**src/rtl/byte_word_packer_pkg.sv**
```systemverilog
// byte_word_packer_pkg: shared byte width, slot mapping and clog2 helper for the byte-to-word packer
package pack_pkg;
  localparam int BYTE_W = 8;
  function automatic int clog2(input int n);
    int r;
    r = 0;
    while ((1 << r) < n) r++;
    return r;
  endfunction
  function automatic int slot_idx(input int cnt, input bit msb_first, input int bpw);
    return msb_first ? bpw - 1 - cnt : cnt;
  endfunction
endpackage

```
**src/rtl/byte_word_packer_if.sv**
```systemverilog
// byte_word_packer_if: byte input strobe, word valid/ready output and status flags of the packer
interface byte_word_packer_if
  import pack_pkg::*;
#(parameter int BYTES_PER_WORD = 4) ();
  localparam int W = BYTE_W * BYTES_PER_WORD;
  localparam int C = clog2(BYTES_PER_WORD);
  logic [BYTE_W-1:0] in_data;
  logic in_valid;
  logic [W-1:0] out_data;
  logic out_valid;
  logic out_ready;
  logic [C-1:0] byte_cnt;
  logic overflow;
  logic timeout;
  modport master (output in_data, in_valid, out_ready, input out_data, out_valid, byte_cnt, overflow, timeout);
  modport slave (input in_data, in_valid, out_ready, output out_data, out_valid, byte_cnt, overflow, timeout);
endinterface

```
**src/rtl/byte_word_packer_idle_timer.sv**
```systemverilog
// pack_idle_timer: counts idle cycles while started, restarts on clear, pulses expired on the CYCLES-th idle cycle
module pack_idle_timer
  import pack_pkg::*;
#(parameter int CYCLES = 50000) (
  input  logic clk,
  input  logic rst,
  input  logic start,
  input  logic clear,
  output logic expired
);
  localparam int N = clog2(CYCLES);
  logic [N-1:0] r_t;
  assign expired = start && !clear && r_t == N'(CYCLES - 1);
  always_ff @(posedge clk)
    if (rst || clear || expired || !start) r_t <= '0;
    else r_t <= r_t + N'(1);
endmodule

```
**src/rtl/byte_word_packer.sv**
```systemverilog
// byte_word_packer: packs bytes into words with a valid/ready output register; PACK_TIMEOUT_EN adds partial-word timeout
module byte_word_packer
  import pack_pkg::*;
#(
  parameter int BYTES_PER_WORD = 4,
  parameter bit MSB_FIRST = 1,
  parameter int TIMEOUT_CYCLES = 50000
) (
  input logic clk,
  input logic rst,
  byte_word_packer_if.slave bus
);
  localparam int W = BYTE_W * BYTES_PER_WORD;
  localparam int C = clog2(BYTES_PER_WORD);
  logic [W-1:0] r_asm, r_out, w_asm;
  logic [C-1:0] r_cnt;
  logic r_valid, r_ovf, r_tmo, w_last, w_load, w_exp;
  always_comb begin
    w_asm = r_asm;
    w_asm[BYTE_W*slot_idx(int'(r_cnt), MSB_FIRST, BYTES_PER_WORD) +: BYTE_W] = bus.in_data;
  end
  assign w_last = bus.in_valid && r_cnt == C'(BYTES_PER_WORD - 1);
  // a completed word is taken only if the output register is empty or draining this cycle
  assign w_load = w_last && (!r_valid || bus.out_ready);
`ifdef PACK_TIMEOUT_EN
  pack_idle_timer #(.CYCLES(TIMEOUT_CYCLES)) u_timer (
    .clk(clk),
    .rst(rst),
    .start(r_cnt != '0),
    .clear(bus.in_valid),
    .expired(w_exp)
  );
`else
  localparam int unused_timeout = TIMEOUT_CYCLES;
  assign w_exp = 1'b0;
`endif
  always_ff @(posedge clk)
    if (rst) begin
      r_asm <= '0;
      r_out <= '0;
      r_cnt <= '0;
      r_valid <= 1'b0;
      r_ovf <= 1'b0;
      r_tmo <= 1'b0;
    end else begin
      r_cnt <= bus.in_valid ? (w_last ? '0 : r_cnt + C'(1)) : (w_exp ? '0 : r_cnt);
      if (bus.in_valid) r_asm <= w_asm;
      if (w_load) r_out <= w_asm;
      r_valid <= w_load || (r_valid && !bus.out_ready);
      r_ovf <= r_ovf || (w_last && r_valid && !bus.out_ready);
      r_tmo <= w_exp;
    end
  assign bus.out_data = r_out;
  assign bus.out_valid = r_valid;
  assign bus.byte_cnt = r_cnt;
  assign bus.overflow = r_ovf;
  assign bus.timeout = r_tmo;
endmodule

```
**src/flat_wrapper.sv**
```systemverilog
// flat-port wrapper written by rule: the top's interface ports become plain ports
module byte_word_packer_flat import pack_pkg::*;
#(
  parameter int BYTES_PER_WORD = 4,
  parameter bit MSB_FIRST = 1,
  parameter int TIMEOUT_CYCLES = 50000
)
  (clk, rst, bus_in_data, bus_in_valid, bus_out_ready, bus_out_data, bus_out_valid, bus_byte_cnt, bus_overflow, bus_timeout);
  byte_word_packer_if #(.BYTES_PER_WORD(BYTES_PER_WORD)) bus_i ();
  input logic clk;
  input logic rst;
  input wire logic [$bits(bus_i.in_data)-1:0] bus_in_data;
  input wire logic [$bits(bus_i.in_valid)-1:0] bus_in_valid;
  input wire logic [$bits(bus_i.out_ready)-1:0] bus_out_ready;
  output wire logic [$bits(bus_i.out_data)-1:0] bus_out_data;
  output wire logic [$bits(bus_i.out_valid)-1:0] bus_out_valid;
  output wire logic [$bits(bus_i.byte_cnt)-1:0] bus_byte_cnt;
  output wire logic [$bits(bus_i.overflow)-1:0] bus_overflow;
  output wire logic [$bits(bus_i.timeout)-1:0] bus_timeout;
  assign bus_i.in_data = bus_in_data;
  assign bus_i.in_valid = bus_in_valid;
  assign bus_i.out_ready = bus_out_ready;
  assign bus_out_data = bus_i.out_data;
  assign bus_out_valid = bus_i.out_valid;
  assign bus_byte_cnt = bus_i.byte_cnt;
  assign bus_overflow = bus_i.overflow;
  assign bus_timeout = bus_i.timeout;
  byte_word_packer #(.BYTES_PER_WORD(BYTES_PER_WORD), .MSB_FIRST(MSB_FIRST), .TIMEOUT_CYCLES(TIMEOUT_CYCLES)) u_core (.clk(clk), .rst(rst), .bus(bus_i));
endmodule
```
**config.mk**
```make
export PLATFORM = sky130hd
export DESIGN_NAME = byte_word_packer_flat
export DESIGN_NICKNAME = d
export VERILOG_FILES = /design/src/rtl/byte_word_packer_pkg.sv /design/src/rtl/byte_word_packer_if.sv /design/src/rtl/byte_word_packer_idle_timer.sv /design/src/rtl/byte_word_packer.sv /design/src/flat_wrapper.sv
export SDC_FILE = /design/constraint.sdc
export NUM_CORES = 1
export LEC_CHECK = 0
export ABC_CLOCK_PERIOD_IN_PS = 4230
export CORE_ASPECT_RATIO = 0.7
export CORE_MARGIN = 2
export CORE_UTILIZATION = 69
export CTS_BUF_LIST = sky130_fd_sc_hd__clkbuf_4
export CTS_CLUSTER_DIAMETER = 60
export DETAILED_ROUTE_END_ITERATION = 6
export DONT_BUFFER_PORTS = 1
export MAX_ROUTING_LAYER = met4
export PLACE_DENSITY = 0.85
export SYNTH_ARGS = -nofsm -noshare
export SYNTH_HDL_FRONTEND = slang
export SYNTH_SLANG_ARGS = --single-unit
```
**constraint.sdc**
```tcl
create_clock -name clk -period 4.23 [get_ports clk]
set_input_delay 0.846 -clock clk [delete_from_list [all_inputs] [get_ports clk]]
set_output_delay 0.846 -clock clk [all_outputs]
set_load 0.01 [all_outputs]
```
==> impl_metrics.csv <==
group,metric,value,unit
synthesis,ys.flop_type,"dfxtp_1",
synthesis,synthTopCellsByCount,"dfxtp_1 (60), a21oi_1 (37), o21ai_0 (32)",
setup_path,slowest_delay,0.89,ns
timing,worstMarginPinSlew,1.202,ns
setup_path,reg2reg_slack,1.80,ns
timing,skew,0.01431,ns
cts,clock-sinks,60,
setup_path,endpoint,"u_core.r_asm[22]$_SDFFE_PP0P_",
setup_path,crit_fanout,9,
synthesis,syn_area_per_cell,9.608,um^2
timing,rsz0062_at_grt,"false",
detailed_routing,vias_per_cell,6.635,
grt,grt_start_max_net_pins,48,
cts,clkTransAtPathRegs,0.10,ns
synthesis,synthTopCellsByArea,"dfxtp_1 (50%), nand4b_1 (9.2%), a21oi_1 (7.7%)",
grt,grt_pass1_vias,1759,
synthesis,synth_seq_cells,60,
setup_path,r2r_cells,5,
layout,drive_gt1_share,7.563,%
timing,min_period,2.428,ns
setup_path,start_kind,"register",
detailed_routing,drt-pass1-iter-count,4,
power_and_ir_drop,power_density,431.9,mW/mm^2
cts,hold_buffers,0,
detailed_routing,avgRoutedWirePerCell,18.79,um
layout,fin_util,76.86,%
synthesis,ys_seq_area_share,50.21,%
synthesis,ys_warn_count,0,
detailed_routing,num_vias,1891,
timing,timing.fmax,411.9,MHz
grt,antenna_found_initial,0,
synthesis,ys_types,27,
power_and_ir_drop,combinationalPowerShare,4.9,%
timing,hold_viol,0,
cts,clockBufferDepth,2,
placed_design,globalplace.congestion,0.8463,
layout,area_growth,3.870,%
grt,grt_pass1_wl,8480,um
floorplanning,rows,17,
detailed_routing,drtIter0Drc,134,
hold_path,hold_class,"register to register",
job,maxCapViolations,0,
power_and_ir_drop,swShare,22.04,%
synthesis,yosysTopAreaCell,"dfxtp_1",
placed_design,port_buffers,0,
synthesis,synth.top_cell.area_share,50.21,%
setup_path,critical_path_depth,5,
synthesis,synth_cells,249,
placed_design,dpl.hpwl,3385,um
setup_path,path_cells,"inv_1, ha_1, nor4bb_1, a32oi_1, nor2_1",
setup_path,slowest_stage,"nor4bb_1",
setup_path,worst-path-buf-inv,1,
run_status,outcome,"complete, no violations",
floorplanning,die_y,53.27,um
synthesis,syn_area,0.002392,mm^2
synthesis,synthArstFlopShare,0,%
setup_path,critPathTopFamily,"simple AND/OR/NAND/NOR gates",
cts,numCtsBuffers,9,
cts,postCtsResizedCells,0,
timing,finalSetupTns,0,ns
layout,stdcell_area,0.002485,mm^2
floorplanning,die_area,0.003962,mm^2
cts,cts_setup_buffers,0,
power_and_ir_drop,clockPowerShare,41.0,%
detailed_routing,drt-total-wl,5355,um
power_and_ir_drop,vdd_drop_max,0.5295,mV
cts,cts_tree,"done",
timing,finalSetupViolCount,0,
floorplanning,io_pins,49,
cts,clock_latency,0.40,ns
setup_path,worstSetupPathType,"register to register",
power_and_ir_drop,p_switching,236.6,uW
cts,htreeDepth,3,
floorplanning,die_w,74.38,um
synthesis,syn_nets,266,
timing,maxSlewViolCount,0,
timing,relSlewSlack,19.87,%
placed_design,place_area,0.002331,mm^2
floorplanning,initial_core_util,73.99,%
setup_path,rr_endpoint,"u_core.r_asm[22]$_SDFFE_PP0P_",
detailed_routing,ant_nets,0,
layout,finalNetCount,250,
setup_path,critPathLaunch,"u_core.bus.byte_cnt[0]$_SDFFE_PP0P_",
setup_path,arrival,2.76,ns
synthesis,synth-edff-count,0,
power_and_ir_drop,internal_power,836.8,uW
cts,root_buffer,"clkbuf_4",
power_and_ir_drop,seqPwrFrac,54.1,%
grt,gr-total-overflow,0,
timing,fin_crit_sh,57.40,%
floorplanning,core-area,0.003233,mm^2
setup_path,rr_startpoint,"u_core.bus.byte_cnt[0]$_SDFFE_PP0P_",
synthesis,synth.most_common_cell,"dfxtp_1",
grt,grt.total_usage,30.43,%
layout,antennaDiodeCount,0,
detailed_routing,drc,0,
setup_path,cp.required,4.56,ns
power_and_ir_drop,total_power,1073,uW
setup_path,end_kind,"register",
power_and_ir_drop,p_leak,0.0008282,uW
[cell type report]
| cell class | count | area [um^2] |
|---|---|---|
| repair buffers | 1 | 7.507 |
| fillers | 236 | 748.2 |
| clock buffers | 10 | 75.07 |
| inverters | 2 | 7.507 |
| flip-flops and latches | 60 | 1201 |
| multi-input cells | 159 | 1056 |
| well taps | 47 | 58.81 |
| clock inverters | 6 | 78.83 |
[placed cells by master (no fill, tap or decap)]
| master | count |
|---|---|
| o21ai_0 | 32 |
| conb_1 | 1 |
| clkinv_2 | 3 |
| and4b_1 | 1 |
| a32oi_1 | 8 |
| mux2i_1 | 1 |
| bufinv_16 | 2 |
| nor4_4 | 1 |
| nand3b_1 | 1 |
| buf_4 | 1 |
| nand2b_1 | 2 |
| ha_1 | 5 |
| nand4_1 | 7 |
| nor4bb_1 | 1 |
| clkinv_1 | 1 |
| nand2_1 | 3 |
| a21oi_1 | 37 |
| or3_4 | 1 |
| inv_1 | 2 |
| nand3_1 | 1 |
| clkbuf_4 | 10 |
| a22o_1 | 16 |
| nand4b_1 | 25 |
| nor2b_1 | 1 |
| and2_1 | 2 |
| and3b_1 | 1 |
| nor2_1 | 12 |
| dfxtp_1 | 60 |
[worst reg2reg max path: cells and delay by family (launching register included)]
kind                     cells  cell delay, ns
adder cells (fa/ha/maj)      1            0.43
buffers and inverters        1            0.14
flip-flops                   1            0.56
AND/OR/NAND/NOR              2            1.01
AO/OA/AOI/OAI                1            0.24
[stage by stage]
step / setup slack (ns) / std cells / hold slack, ns
5_1_grt: 1.646 / 285 / 0.4753
3_5_place_dp: 1.866 / 269 / 0.4588
4_1_cts: 1.844 / 285 / 0.4847
2_1_floorplan: 2.329 / 249 / 0.4428
3_3_place_gp: 1.980 / 269 / 0.4556
6_report: 1.802 / 285 / 0.4871
[power groups by stage]
stage | clock network [uW] | registers, uW | logic, uW
finish | 440 | 581 | 52.5
CTS | 443 | 580 | 52.0
global route | 467 | 582 | 56.6
global placement | 0 | 593 | 49.5
floorplan | 0 | 591 | 52.9
detailed placement | 0 | 593 | 51.3
[sequential cells by signal, indices dropped and copies added, names as in the netlist]
| register | count |
|---|---|
| u_core.bus.byte_cnt | 2 |
| u_core.bus.out_data | 32 |
| u_core.bus.out_valid | 1 |
| u_core.bus.overflow | 1 |
| u_core.r_asm | 24 |
[worst min-delay path by stage]
| stage | start | cells after the start | slack [ns] | end |
|---|---|---|---|---|
| floorplan | u_core.r_asm[10]$_SDFFE_PP0P_ | 1 | 0.44 | u_core.r_asm[10]$_SDFFE_PP0P_ |
| global placement | u_core.r_asm[29]$_SDFFE_PP0P_ | 1 | 0.46 | u_core.r_asm[29]$_SDFFE_PP0P_ |
| detailed placement | u_core.r_asm[29]$_SDFFE_PP0P_ | 1 | 0.46 | u_core.r_asm[29]$_SDFFE_PP0P_ |
| CTS | u_core.r_asm[25]$_SDFFE_PP0P_ | 1 | 0.48 | u_core.r_asm[25]$_SDFFE_PP0P_ |
| global route | rst | 1 | 0.48 | u_core.bus.byte_cnt[1]$_SDFFE_PP0P_ |
| finish | u_core.r_asm[25]$_SDFFE_PP0P_ | 1 | 0.49 | u_core.r_asm[25]$_SDFFE_PP0P_ |
[logic make-up (layout without fill, tap and decap cells)]
family,count (synthesis),in the layout,synth area share (%)
compound gates,93,93,23.22
fa+ha+maj,5,5,2.615
buf+inv,30,19,5.649
flops,60,60,50.21
mux,1,1,0.4184
other cells,1,1,0.1568
simple gates,59,59,17.73
[per-layer routing]
| metal | up-vias | routed length (um) | global-route usage, % |
|---|---|---|---|
| met5 | - | 0 | - |
| met1 | 908 | 2305 | 37.62 |
| met2 | 84 | 2522 | 47.20 |
| met4 | 0 | 57 | 8.631 |
| li1 | 893 | - | - |
| met3 | 6 | 468 | 11.24 |
No activity file was read; power rests on OpenSTA's default activity.
